File: config.mk
export PLATFORM = sky130hd
export DESIGN_NAME = regfile_wb_scheduler
export DESIGN_NICKNAME = d
export VERILOG_FILES = /design/src/rtl/y86_pkg.sv /design/src/rtl/wb_hazard_match.sv /design/src/rtl/regfile_wb_scheduler.sv
export SDC_FILE = /design/constraint.sdc
export NUM_CORES = 1
export LEC_CHECK = 0
export BUFFER_PORTS_ARGS = -buffer_cell sky130_fd_sc_hd__buf_2
export CELL_PAD_IN_SITES_DETAIL_PLACEMENT = 0
export CELL_PAD_IN_SITES_GLOBAL_PLACEMENT = 1
export CORE_MARGIN = 3
export CORE_UTILIZATION = 36
export DETAILED_ROUTE_END_ITERATION = 6
export GPL_TIMING_DRIVEN = 0
export PLACE_DENSITY_LB_ADDON = 0.1
export SYNTH_ARGS = -nofsm -noshare
export SYNTH_HDL_FRONTEND = slang
export SYNTH_SLANG_ARGS = --single-unit
File: constraint.sdc
create_clock -name clk -period 2.4 [get_ports clk]
set_input_delay 0.12 -clock clk [delete_from_list [all_inputs] [get_ports clk]]
set_output_delay 0.12 -clock clk [all_outputs]
set_load 0.02 [all_outputs]
File: src/rtl/y86_pkg.sv
// Shared Y86-64 definitions: icodes, register IDs and the writeback FSM state type.
package y86_pkg;
  localparam logic [3:0] I_RRMOVQ = 4'h2;
  localparam logic [3:0] I_IRMOVQ = 4'h3;
  localparam logic [3:0] I_MRMOVQ = 4'h5;
  localparam logic [3:0] I_OPQ    = 4'h6;
  localparam logic [3:0] I_CALL   = 4'h8;
  localparam logic [3:0] I_RET    = 4'h9;
  localparam logic [3:0] I_PUSHQ  = 4'hA;
  localparam logic [3:0] I_POPQ   = 4'hB;
  localparam logic [3:0] RNONE    = 4'hF;
  localparam logic [3:0] RSP      = 4'h4;

  typedef enum logic [1:0] {IDLE, WR_E, WR_M} wb_state_t;
endpackage

File: src/rtl/wb_hazard_match.sv
// One decode read port: flags a match against pending E/M destinations and forwards the value.
module wb_hazard_match #(
  parameter int N = 64,
  parameter int RID_W = 4,
  parameter logic [RID_W-1:0] RNONE = 4'hF
) (
  input  logic [RID_W-1:0] rd_addr,
  input  logic [RID_W-1:0] dst_e,
  input  logic [RID_W-1:0] dst_m,
  input  logic [N-1:0]     val_e,
  input  logic [N-1:0]     val_m,
  input  logic             vld_e,
  input  logic             vld_m,
  output logic             haz,
  output logic [N-1:0]     fwd
);
  logic hit_e, hit_m;

  assign hit_e = vld_e && (rd_addr != RNONE) && (rd_addr == dst_e);
  assign hit_m = vld_m && (rd_addr != RNONE) && (rd_addr == dst_m);
  assign haz   = hit_e | hit_m;
  // M is written last, so it is the value a later reader must see.
  assign fwd   = hit_m ? val_m : (hit_e ? val_e : '0);
endmodule

File: src/rtl/regfile_wb_scheduler.sv
// Serializes up to two writebacks per retiring instruction onto one register-file port (E then M).
module regfile_wb_scheduler #(
  parameter int N = 64,
  parameter int RID_W = 4,
  parameter logic [RID_W-1:0] RNONE = 4'hF
) (
  input  logic             clk,
  input  logic             rst_n,
  input  logic             in_valid,
  output logic             in_ready,
  input  logic [3:0]       in_icode,
  input  logic             in_cnd,
  input  logic [RID_W-1:0] in_dstE,
  input  logic [RID_W-1:0] in_dstM,
  input  logic [N-1:0]     in_valE,
  input  logic [N-1:0]     in_valM,
  output logic             wr_en,
  output logic [RID_W-1:0] wr_addr,
  output logic [N-1:0]     wr_data,
  input  logic [RID_W-1:0] rd_addrA,
  input  logic [RID_W-1:0] rd_addrB,
  output logic             hazA,
  output logic             hazB,
  output logic [N-1:0]     fwdA,
  output logic [N-1:0]     fwdB,
  output logic [31:0]      retired
);
  import y86_pkg::*;

  wb_state_t        state_q, state_d;
  logic [RID_W-1:0] dst_e_q, dst_m_q, eff_dst_e;
  logic [N-1:0]     val_e_q, val_m_q;
  logic [31:0]      retired_q;
  logic             accept, retire;

  assign in_ready  = (state_q == IDLE);
  assign accept    = in_valid & in_ready;
  // A cmov whose condition failed has no E destination.
  assign eff_dst_e = (in_icode == I_RRMOVQ && !in_cnd) ? RNONE : in_dstE;

  always_comb begin
    state_d = state_q;
    retire  = 1'b0;
    case (state_q)
      IDLE: if (accept) begin
        if (eff_dst_e != RNONE)    state_d = WR_E;
        else if (in_dstM != RNONE) state_d = WR_M;
        else                       retire  = 1'b1;
      end
      WR_E: if (dst_m_q != RNONE) state_d = WR_M;
            else begin state_d = IDLE; retire = 1'b1; end
      WR_M: begin state_d = IDLE; retire = 1'b1; end
      default: state_d = IDLE;
    endcase
  end

  always_ff @(posedge clk or negedge rst_n) begin
    if (!rst_n) begin
      state_q   <= IDLE;
      dst_e_q   <= RNONE;
      dst_m_q   <= RNONE;
      val_e_q   <= '0;
      val_m_q   <= '0;
      retired_q <= '0;
    end else begin
      state_q <= state_d;
      if (accept) begin
        dst_e_q <= eff_dst_e;
        dst_m_q <= in_dstM;
        val_e_q <= in_valE;
        val_m_q <= in_valM;
      end
      if (retire) retired_q <= retired_q + 32'd1;
    end
  end

  assign retired = retired_q;
  assign wr_en   = (state_q == WR_E) || (state_q == WR_M);
  assign wr_addr = (state_q == WR_E) ? dst_e_q : ((state_q == WR_M) ? dst_m_q : RNONE);
  assign wr_data = (state_q == WR_E) ? val_e_q : ((state_q == WR_M) ? val_m_q : '0);

  // E stays pending through WR_E; M stays pending through WR_E and WR_M.
  logic                  vld_e, vld_m;
  logic [1:0][RID_W-1:0] rd_addr;
  logic [1:0]            haz;
  logic [1:0][N-1:0]     fwd;

  assign vld_e   = (state_q == WR_E);
  assign vld_m   = (state_q == WR_E) || (state_q == WR_M);
  assign rd_addr = {rd_addrB, rd_addrA};

  for (genvar p = 0; p < 2; p++) begin : g_port
    wb_hazard_match #(.N(N), .RID_W(RID_W), .RNONE(RNONE)) u_match (
      .rd_addr (rd_addr[p]),
      .dst_e   (dst_e_q),
      .dst_m   (dst_m_q),
      .val_e   (val_e_q),
      .val_m   (val_m_q),
      .vld_e   (vld_e),
      .vld_m   (vld_m),
      .haz     (haz[p]),
      .fwd     (fwd[p])
    );
  end

  assign hazA = haz[0];
  assign hazB = haz[1];
  assign fwdA = fwd[0];
  assign fwdB = fwd[1];
endmodule

==> results.toml, run 1 <==
[sta]
finalMaxSlewViolations = 0
fin_crit_sh = 0.999
fmax_mhz = 417
worstMarginPinSlew_ns = 0.688
rsz0062_at_grt = "true"
slew_headroom = 0.537
finClkSkew_ns = 0.0122
hold_viol = 0
setup_violations = 0
min_period_ns = 2.40
hold_slack_ns = 0.0441
finalSetupTns_ns = 0
timing.final.ws_setup_ns = 0.00148

[synthesis]
ys_types = 46
ys_warn_count = 0
postSynthCellCount = 870
synthesis.area_um2 = 9260
avgSynthCellArea_um2 = 10.6
syn-num-nets = 1027
ys_seq_elements = 170
yosysSeqAreaShare = 0.461

[floorplan]
dieArea_um2 = 27700
start_util = 0.367
fp.dieW_um = 166
num_io_pins = 384
core_um2 = 25300
fp-row-count = 58
die_h_um = 166

[clocking]
numCtsBuffers = 17
root_buffer = "clkbuf_16"
clk_path_buf_depth = 2
tritoncts = "yes"
path_clk_slew_ns = 0.07
cts_sinks = 170
htreeDepth = 4
worstSkewPairLatency_ns = 0.43

[setup_path]
crit_fanout = 10
critPathTopFamily = "flip-flops"
end_kind = "output pin"
rr_worst_depth = 7
ff2ff_setup_slack_ns = 0.21
crit_start = "dst_m_q[2]"
cp_num_cells = 8
start_kind = "flip-flop"
slowest_delay_ns = 0.61
rr_startpoint = "state_q[0]"
critPathBufInv = 3
cp-endpoint = "fwdB[19]"
regToRegEndpoint = "retired[28]"
crit_top_cell = "buf_6"
critPathSlowestCell = "dfstp_2"
criticalPathCategory = "reg2out"
arrival_ns = 2.28
cp_cell_sequence = "xnor2_1 -> nand4_1 -> a21oi_4 -> nor2_4 -> buf_6 -> buf_12 -> a22o_4 -> buf_6"
worstPathRequired_ns = 2.28

[route]
totalWireLength_mm = 35.8
viasPerCell = 5.22
wire_per_inst_um = 20.2
drtPass1Iterations = 7
drt-initial-drc-count = 468
vias = 9258
drc = 0
ant_nets = 0

[layout]
nFillCells = 2196
layout_commonest_cell = "buf_2"
postLayoutCellArea_um2 = 14800
syn2layout_area_growth_pct = 60.3
layout_common_cells = "304 x buf_2, 162 x dfrtp_1, 145 x nand2_1, 138 x dlygate4sd3_1, 133 x mux2_2"
nets = 1587
seq_area_um2 = 4260
drive_gt1_frac = 0.465
multi_input_area_um2 = 4890

[min_path]
hold_class = "in2reg"
worstHoldStart = "in_icode[2]"

[global_routing]
grt_pass1_vias = 9681
grt_max_degree = 103
grt-ovfl-total = 0
grt_pass1_wl_mm = 55.5
antenna_found_initial = 5
grt_util_all_layers = 0.252

[job]
max_cap_violations = 0

[power_and_ir_drop]
vdd_drop_max_uv = 529
power_density_nw_per_um2 = 1070
p_leak_nw = 6.94

[status]
status = "completed"

[placed_design]
io_buffers = 383
place.gp.congestion = 0.818
post-place-ws_ns = -0.786
placed_area_um2 = 11600
dp_hpwl_mm = 25.0
## synth_stat cells (all sizes together)
master     n  share of area
a22o     128           0.12
nor4       3         0.0027
o22ai      1         0.0022
ha         5         0.0068
dfstp      8          0.023
nand3     15         0.0095
o2111ai    2         0.0019
xor2       8         0.0076
o41a       1         0.0023
buf       39          0.022
a21oi      8         0.0047
a31oi      3         0.0020
xnor2     35          0.033
nor3       3         0.0022
and4       1        0.00095
nor2      21         0.0093
o21ai     69          0.037
nor2b      5         0.0034
or2        2         0.0014
a21boi     1        0.00081
clkbuf    27          0.011
or3        1        0.00068
dfrtp    162           0.44
and3       5         0.0034
and2       1        0.00068
nand2    147          0.060
inv        3         0.0012
nor4b      1         0.0026
nand2b     3         0.0028
and4bb     1         0.0014
nand4     23          0.016
o31ai      1         0.0023
nand4b     1        0.00095
mux2     133           0.16
and4b      1         0.0011
nand3b     2         0.0016
## worst min-delay path by stage
stage	end	slack, ns	cells after the start
finish	dst_e_q[1]	0.04	4
global route	dst_e_q[2]	0.08	4
CTS	dst_e_q[1]	0.02	4
detailed placement	val_m_q[51]	0.12	1
global placement	val_e_q[19]	0.35	2
floorplan	retired[0]	-0.18	0
## worst min-delay path: stages
cell and delay, ns:
buf_2 0.09, nor4_1 0.08, nor2_1 0.09, o21ai_0 0.08
## timing repair
action,4_1_cts,5_1_grt
cloned,0,1
hold endpoints to repair,203,0
hold buffers,138,0
gates resized for setup,105,224
buffers inserted,16,5
pin swaps,11,18
endpoints found under the setup margin,198,180
## report_power, final
group / total, mW / internal, mW / switching (mW)
Combinational: 7.57 / 3.38 / 4.19
Sequential: 5.54 / 4.17 / 1.37
Clock: 2.81 / 1.52 / 1.29
Total: 15.9 / 9.07 / 6.85
## routing by layer
| metal | global-route usage | part of all wire | vias to the layer above |
|---|---|---|---|
| met5 | 0 | 0.00075 | - |
| met1 | 0.321 | 0.42 | 4542 |
| met3 | 0.0617 | 0.070 | 46 |
| met2 | 0.428 | 0.50 | 367 |
| met4 | 0.0742 | 0.019 | 4 |
| li1 | - | - | 4299 |
## kinds of logic after synthesis
family	after synthesis	share of synthesized area
compound gates	214	0.175
xor+xnor	43	0.0407
flops	170	0.461
mux	133	0.162
fa+ha+maj	5	0.00676
simple gates	236	0.121
buf+inv	69	0.0343
## final cells by class
| class | instances | share of cell area |
|---|---|---|
| multi-input combinational | 631 | 0.330 |
| sequential | 170 | 0.287 |
| timing repair buffer | 543 | 0.275 |
| buffer | 64 | 0.0395 |
| clock buffer | 19 | 0.0305 |
| tap | 330 | 0.0278 |
| clock inverter | 12 | 0.00877 |
| inverter | 3 | 0.000759 |
| antenna | 3 | 0.000506 |
## sequential cells by signal, indices dropped and copies added (netlist names)
| name | cells |
|---|---|
| dst_m_q | 4 |
| val_e_q | 64 |
| dst_e_q | 4 |
| retired | 32 |
| val_m_q | 64 |
| state_q | 2 |
## metrics by stage
stage,power (mW),std cells,util
3_3_place_gp,12.1,1583,0.459
3_5_place_dp,12.2,1584,0.460
2_1_floorplan,9.71,870,-
6_report,15.9,1775,0.588
4_1_cts,15.6,1767,0.558
5_1_grt,16.9,1775,0.588
Note: power is estimated with default switching activity, not from simulation.
==> run 2: changes to the inputs <==
BUFFER_PORTS_ARGS = -buffer_cell sky130_fd_sc_hd__buf_4   (was -buffer_cell sky130_fd_sc_hd__buf_2)
CORE_UTILIZATION = 39   (was 36)
SYNTH_HIERARCHICAL = 1   (was not set)
==> run 2 against run 1 <==
The flow now finishes with violations (negative setup slack); synthesized cell count grew 3.1%; sequential share of layout area shrank 4.0 points; first-iteration DRC count grew 19%; critical path type unchanged; non-clock buffer count grew 20; largest power group unchanged; area after synthesis grew 13%; sequential cell count is the same; global-route usage grew 1.1 points; maximum frequency shrank 3.5%; cell count grew 2.0%; largest cell class unchanged; wire length grew 10%; via count grew 3.7%; power grew 12%.
==> results.toml, run 2 <==
[route]
drtPass1Iterations = 5
vias = 9602
ant_nets = 0
wire_per_inst_um = 21.8
drc = 0
viasPerCell = 5.30
totalWireLength_mm = 39.4
drt-initial-drc-count = 555

[synthesis]
synth_ff_type = "dfrtp_1"
netlist.top_cell.by_area = "dfrtp_1"
yosysSeqAreaShare = 0.406
synth_edf_count = 0
synth.most_common_cell = "mux2_2"
synth_top_area_frac = 0.386
synthesis.area_um2 = 10500
synth.top_cells.by_count = "260 x mux2_2, 162 x dfrtp_1, 120 x and3_1"
syn-num-nets = 1054
avgSynthCellArea_um2 = 11.7
synth.area.top_cells = "dfrtp_1 39%, mux2_2 28%, and3_1 7.2%"
postSynthCellCount = 897
ys_types = 44
ys_warn_count = 6
ys_async_sr_fraction = 1.00
ys_seq_elements = 170

[status]
violations = "negative setup slack"
status = "complete, but fails checks"

[global_routing]
grt_max_degree = 108
grt_pass1_wl_mm = 59.4
grt_pass1_vias = 10100
grt-ovfl-total = 0
antenna_found_initial = 0
grt_util_all_layers = 0.263

[min_path]
hold_path_end = "state_q[1]"
holdPathStages = 3
worstHoldStart = "in_valid"
hold_class = "in2reg"

[power_and_ir_drop]
total_power_mw = 17.9
power_frac_seq = 0.308
p_sw_mw = 7.44
pwr-share-clk = 0.156
swShare = 0.416
vdd_drop_max_uv = 563
p_int_mw = 10.4
power_density_nw_per_um2 = 1040
p_leak_nw = 8.43
combPwrFrac = 0.536

[layout]
layout_common_cells = "296 x buf_4, 172 x mux2_2, 162 x dfrtp_1, 137 x dlygate4sd3_1, 131 x buf_6"
syn2layout_area_growth_pct = 64.1
postLayoutCellArea_um2 = 17200
layout_commonest_cell = "buf_4"
nets = 1620
diodes = 0
drive_gt1_frac = 0.567
post-route-util = 0.655

[clocking]
htreeDepth = 4
root_buffer = "clkbuf_16"
numCtsBuffers = 17
tritoncts = "yes"
worstSkewPairLatency_ns = 0.44
path_clk_slew_ns = 0.07
clk_path_buf_depth = 2
cts_sinks = 170

[setup_path]
ff2ff_setup_slack_ns = 0.17
criticalPathCategory = "reg2out"
critPathTopFamily = "flip-flops"
start_kind = "flip-flop"
end_kind = "output pin"
rr_startpoint = "state_q[0]"
arrival_ns = 2.37
critPathBufInv = 3
worstPathRequired_ns = 2.28
rr_worst_depth = 8
critPathSlowestCell = "dfstp_2"
cp_cell_sequence = "xnor2_1 -> nand4_1 -> a21oi_2 -> buf_6 -> buf_8 -> mux2_2 -> buf_4"
regToRegEndpoint = "retired[28]"
slowest_delay_ns = 0.58
crit_fanout = 10

[floorplan]
num_io_pins = 384
dieArea_um2 = 28900
die_h_um = 170
fp-row-count = 59
fp.dieW_um = 170
start_util = 0.399
core_um2 = 26300

[sta]
finClkSkew_ns = 0.0207
finalMaxSlewViolations = 0
slew_headroom = 0.447
worstMarginPinSlew_ns = 0.821
rsz0062_at_grt = "true"
timing.final.ws_setup_ns = -0.0855
fmax_mhz = 402
min_period_ns = 2.49
hold_slack_ns = 0.0362
fin_crit_sh = 1.04
hold_viol = 0
setup_violations = 91

[placed_design]
dp_hpwl_mm = 27.2
io_buffers = 383
placed_area_um2 = 13800
place.gp.congestion = 0.825

[job]
max_cap_violations = 0
## run 2: cell count changes in the layout (fill, tap and decap cells not counted), moves of 28 or more
cell,delta
nand2_1,-127
mux2_2,+39
mux2_4,+88
buf_6,+28
a22o_1,-52
buf_4,+274
buf_2,-293
and3_1,+103
o21ai_0,-58
## run 2: cell families after synthesis
kind of cell    after synthesis  share of synthesized area
flops                       170                      0.406
compound gates               85                     0.0694
mux                         261                      0.280
fa+ha+maj                     5                    0.00596
buf+inv                      84                     0.0507
simple gates                247                      0.150
xor+xnor                     45                     0.0376
## run 2: area by class of cell
class / instances / area [µm²]
repair buffers: 547 / 4980
clock buffers: 18 / 439
well taps: 335 / 419
multi-input cells: 643 / 6150
inverters: 4 / 15.0
plain buffers: 80 / 801
clock inverters: 14 / 146
flip-flops and latches: 170 / 4260
fillers: 2125 / 9060
## run 2: how the worst max path moves through the flow
stage                     from          end  slack, ns  depth (start not counted)
CTS                 dst_m_q[1]     fwdA[15]      -0.09                          7
floorplan           state_q[0]   retired[1]       0.37                          8
global placement    state_q[0]  wr_data[61]      -0.16                          7
global route        dst_m_q[1]     fwdB[15]      -0.16                          7
finish              dst_m_q[1]     fwdB[44]      -0.09                          7
detailed placement  state_q[0]  wr_data[53]      -0.15                          7
## run 2: worst register-to-register path, stage by stage (launching register included)
cell      delay, ns
dfrtp_1        0.40
buf_4          0.16
ha_1           0.24
nand2b_2       0.18
buf_4          0.17
nor4_4         0.45
nand3_2        0.18
nor4_4         0.24
xor2_1         0.16
## run 2: through the flow
stage | worst slack, ns | instances | TNS (ns)
floorplan | 0.367 | 897 | 0
global placement | -0.162 | 1615 | -5.50
detailed placement | -0.153 | 1616 | -3.95
CTS | -0.0904 | 1806 | -5.56
global route | -0.159 | 1811 | -12.39
finish | -0.0855 | 1811 | -3.06
## run 2: per-layer routing
metal  vias up  part of all wire  global-route usage
met2       326              0.49               0.445
met3        53             0.058              0.0602
met1      4768              0.43               0.340
met4         0             0.022              0.0737
li1       4455                 -                   -
met5         -                 0                   0
## run 2: timing repair
item,in CTS,in global routing
setup endpoints to repair,198,183
resized for setup,224,107
hold buffers,137,0
cloned,8,3
pin swaps,4,3
endpoints found under the hold margin,195,0
buffers inserted,13,7
## run 2: power by group through the flow
| stage | Sequential (mW) | Combinational [mW] | Clock (mW) |
|---|---|---|---|
| final | 5.51 | 9.58 | 2.80 |
| after global routing | 5.71 | 10.1 | 2.98 |
| after CTS | 5.42 | 9.22 | 2.87 |
| after detailed placement | 5.46 | 8.15 | 0 |
| after global placement | 5.39 | 8.09 | 0 |
| after floorplan | 5.07 | 5.10 | 0 |
==> run 3: changes to the inputs <==
CORE_UTILIZATION = 35   (was 39)
clock period = 2.08 ns   (was 2.4 ns; I/O delays follow)
==> run 3 against run 2 <==
Largest power group unchanged; critical endpoint is now fwdB[40]; the run still ends with negative setup slack left; combinational power rose by 34%; global-route usage fell by 2.2 points; clock-buffer cell count did not move; non-clock buffer count rose by 23; first-iteration DRC count fell by 21%; clock skew fell by 0.0095 ns.
==> results.toml, run 3 (synthesis gave the netlist of run 2 again) <==
[status]
status = "complete, but fails checks"
violations = "negative setup slack"

[route]
wl_met2_mm = 20.0
wire_per_inst_um = 21.9
vias = 9800
highest_layer = "met4"
viasPerCell = 5.20
dr_wl_met3_mm = 2.78
drc = 0
drt-initial-drc-count = 441
drtPass1Iterations = 4
ant_nets = 0
totalWireLength_mm = 41.2
met1_length_mm = 17.6

[global_routing]
grt-ovfl-total = 0
grt_pass1_wl_mm = 59.2
grt_pass1_vias = 10100
grt_util_all_layers = 0.241
antenna_found_initial = 1
grt_max_degree = 87

[layout]
nFillCells = 2415
layout_commonest_cell = "buf_4"
postLayoutCellArea_um2 = 18000
layout_common_cells = "255 x buf_4, 215 x mux2_2, 176 x buf_6, 162 x dfrtp_1, 138 x dlygate4sd3_1"
nets = 1643
syn2layout_area_growth_pct = 71.8
drive_gt1_frac = 0.590

[sta]
setup_violations = 198
fmax_mhz = 401
rsz0062_at_grt = "true"
fin_crit_sh = 1.20
worstMarginPinSlew_ns = 0.751
finalSetupTns_ns = -57.98
finClkSkew_ns = 0.0112
hold_viol = 0
finalMaxSlewViolations = 0
timing.final.ws_setup_ns = -0.412
min_period_ns = 2.49
slew_headroom = 0.494

[floorplan]
fp.dieW_um = 179
core_um2 = 29100
num_io_pins = 384
fp-row-count = 62
die_h_um = 179
dieArea_um2 = 32100
start_util = 0.361

[placed_design]
dp_hpwl_mm = 27.7
place.gp.congestion = 0.797
placed_area_um2 = 13900
io_buffers = 383

[setup_path]
end_kind = "output pin"
arrival_ns = 2.39
crit_fanout = 9
start_kind = "flip-flop"
worstPathRequired_ns = 1.98
criticalPathCategory = "reg2out"
critPathSlowestCell = "dfrtp_1"
ff2ff_setup_slack_ns = 0.02
slowest_delay_ns = 0.37
cp_cell_sequence = "inv_2 -> ha_4 -> nand4_1 -> a21oi_2 -> buf_12 -> clkbuf_16 -> mux2_2 -> buf_4"

[clocking]
worstSkewPairLatency_ns = 0.44
path_clk_slew_ns = 0.07
cts_sinks = 170
numCtsBuffers = 17
clk_path_buf_depth = 2
htreeDepth = 4
root_buffer = "clkbuf_16"
tritoncts = "yes"

[power_and_ir_drop]
power_density_nw_per_um2 = 1250
vdd_drop_max_uv = 699
p_leak_nw = 8.71

[min_path]
hold_class = "in2reg"

[job]
max_cap_violations = 0
run 3: cell types whose count changed in the layout (fill, tap and decap cells not counted), sizes merged:
cell	before	now
dlygate4sd3	137	138
buf	465	477
clkbuf	43	53
clkinv	3	4
bufinv	0	2
diode	0	2
clkinvlp	3	1
inv	12	11
run 3: layout make-up:
cell class	instances	area, µm²	share of cell area
inverters	4	15.0	0.000833
flip-flops and latches	170	4260	0.237
multi-input cells	643	6120	0.340
diodes	2	5.00	0.000278
clock buffers	18	439	0.0244
plain buffers	72	876	0.0486
well taps	384	480	0.0267
repair buffers	578	5660	0.314
clock inverters	14	161	0.00895
run 3: final timing paths:
kind | from | endpoint | depth (start not counted)
max reg2reg | state_q[1] | retired[1] | 10
min reg2reg | retired[31] | retired[31] | 1
max in group asynchronous | rst_n | val_m_q[8] | 3
min | in_icode[2] | dst_e_q[1] | 4
max | state_q[1] | fwdB[40] | 8
min in group asynchronous | rst_n | val_m_q[39] | 2
run 3: repair_timing:
| item | CTS | global route |
|---|---|---|
| gates resized for setup | 264 | 155 |
| hold buffers | 138 | 0 |
| setup buffers | 24 | 17 |
| setup endpoints to repair | 328 | 314 |
| pin swaps | 4 | 19 |
| gates cloned | 7 | 14 |
| hold endpoints to repair | 215 | 0 |
run 3: where the power goes:
| group | switching [mW] | internal, mW |
|---|---|---|
| clock | 1.53 | 1.84 |
| sequential | 1.51 | 4.81 |
| combinational | 5.87 | 6.97 |
| total | 8.92 | 13.6 |
run 3: critical path: cells and delay by family (launching register included):
kind	cells	cell delay, ns
AND/OR/NAND/NOR	1	0.11
multiplexers	1	0.33
buffers and inverters	4	0.62
adder cells (fa/ha/maj)	1	0.28
flip-flops	1	0.37
AO/OA/AOI/OAI	1	0.22
run 3: stage by stage:
stage,instances,power [mW],setup slack [ns],hold WS [ns],util
2_1_floorplan,897,11.7,0.0472,-0.192,-
3_3_place_gp,1664,15.6,-0.597,0.337,0.476
3_5_place_dp,1665,15.7,-0.623,0.163,0.477
4_1_cts,1864,21.3,-0.388,0.0226,0.590
5_1_grt,1884,23.6,-0.485,0.0698,0.620
6_report,1885,22.5,-0.412,0.0369,0.620
run 3: routing by layer:
layer	track usage	up-vias
met2	0.403	332
li1	-	4513
met5	0	-
met1	0.311	4906
met3	0.0578	49
met4	0.0657	0
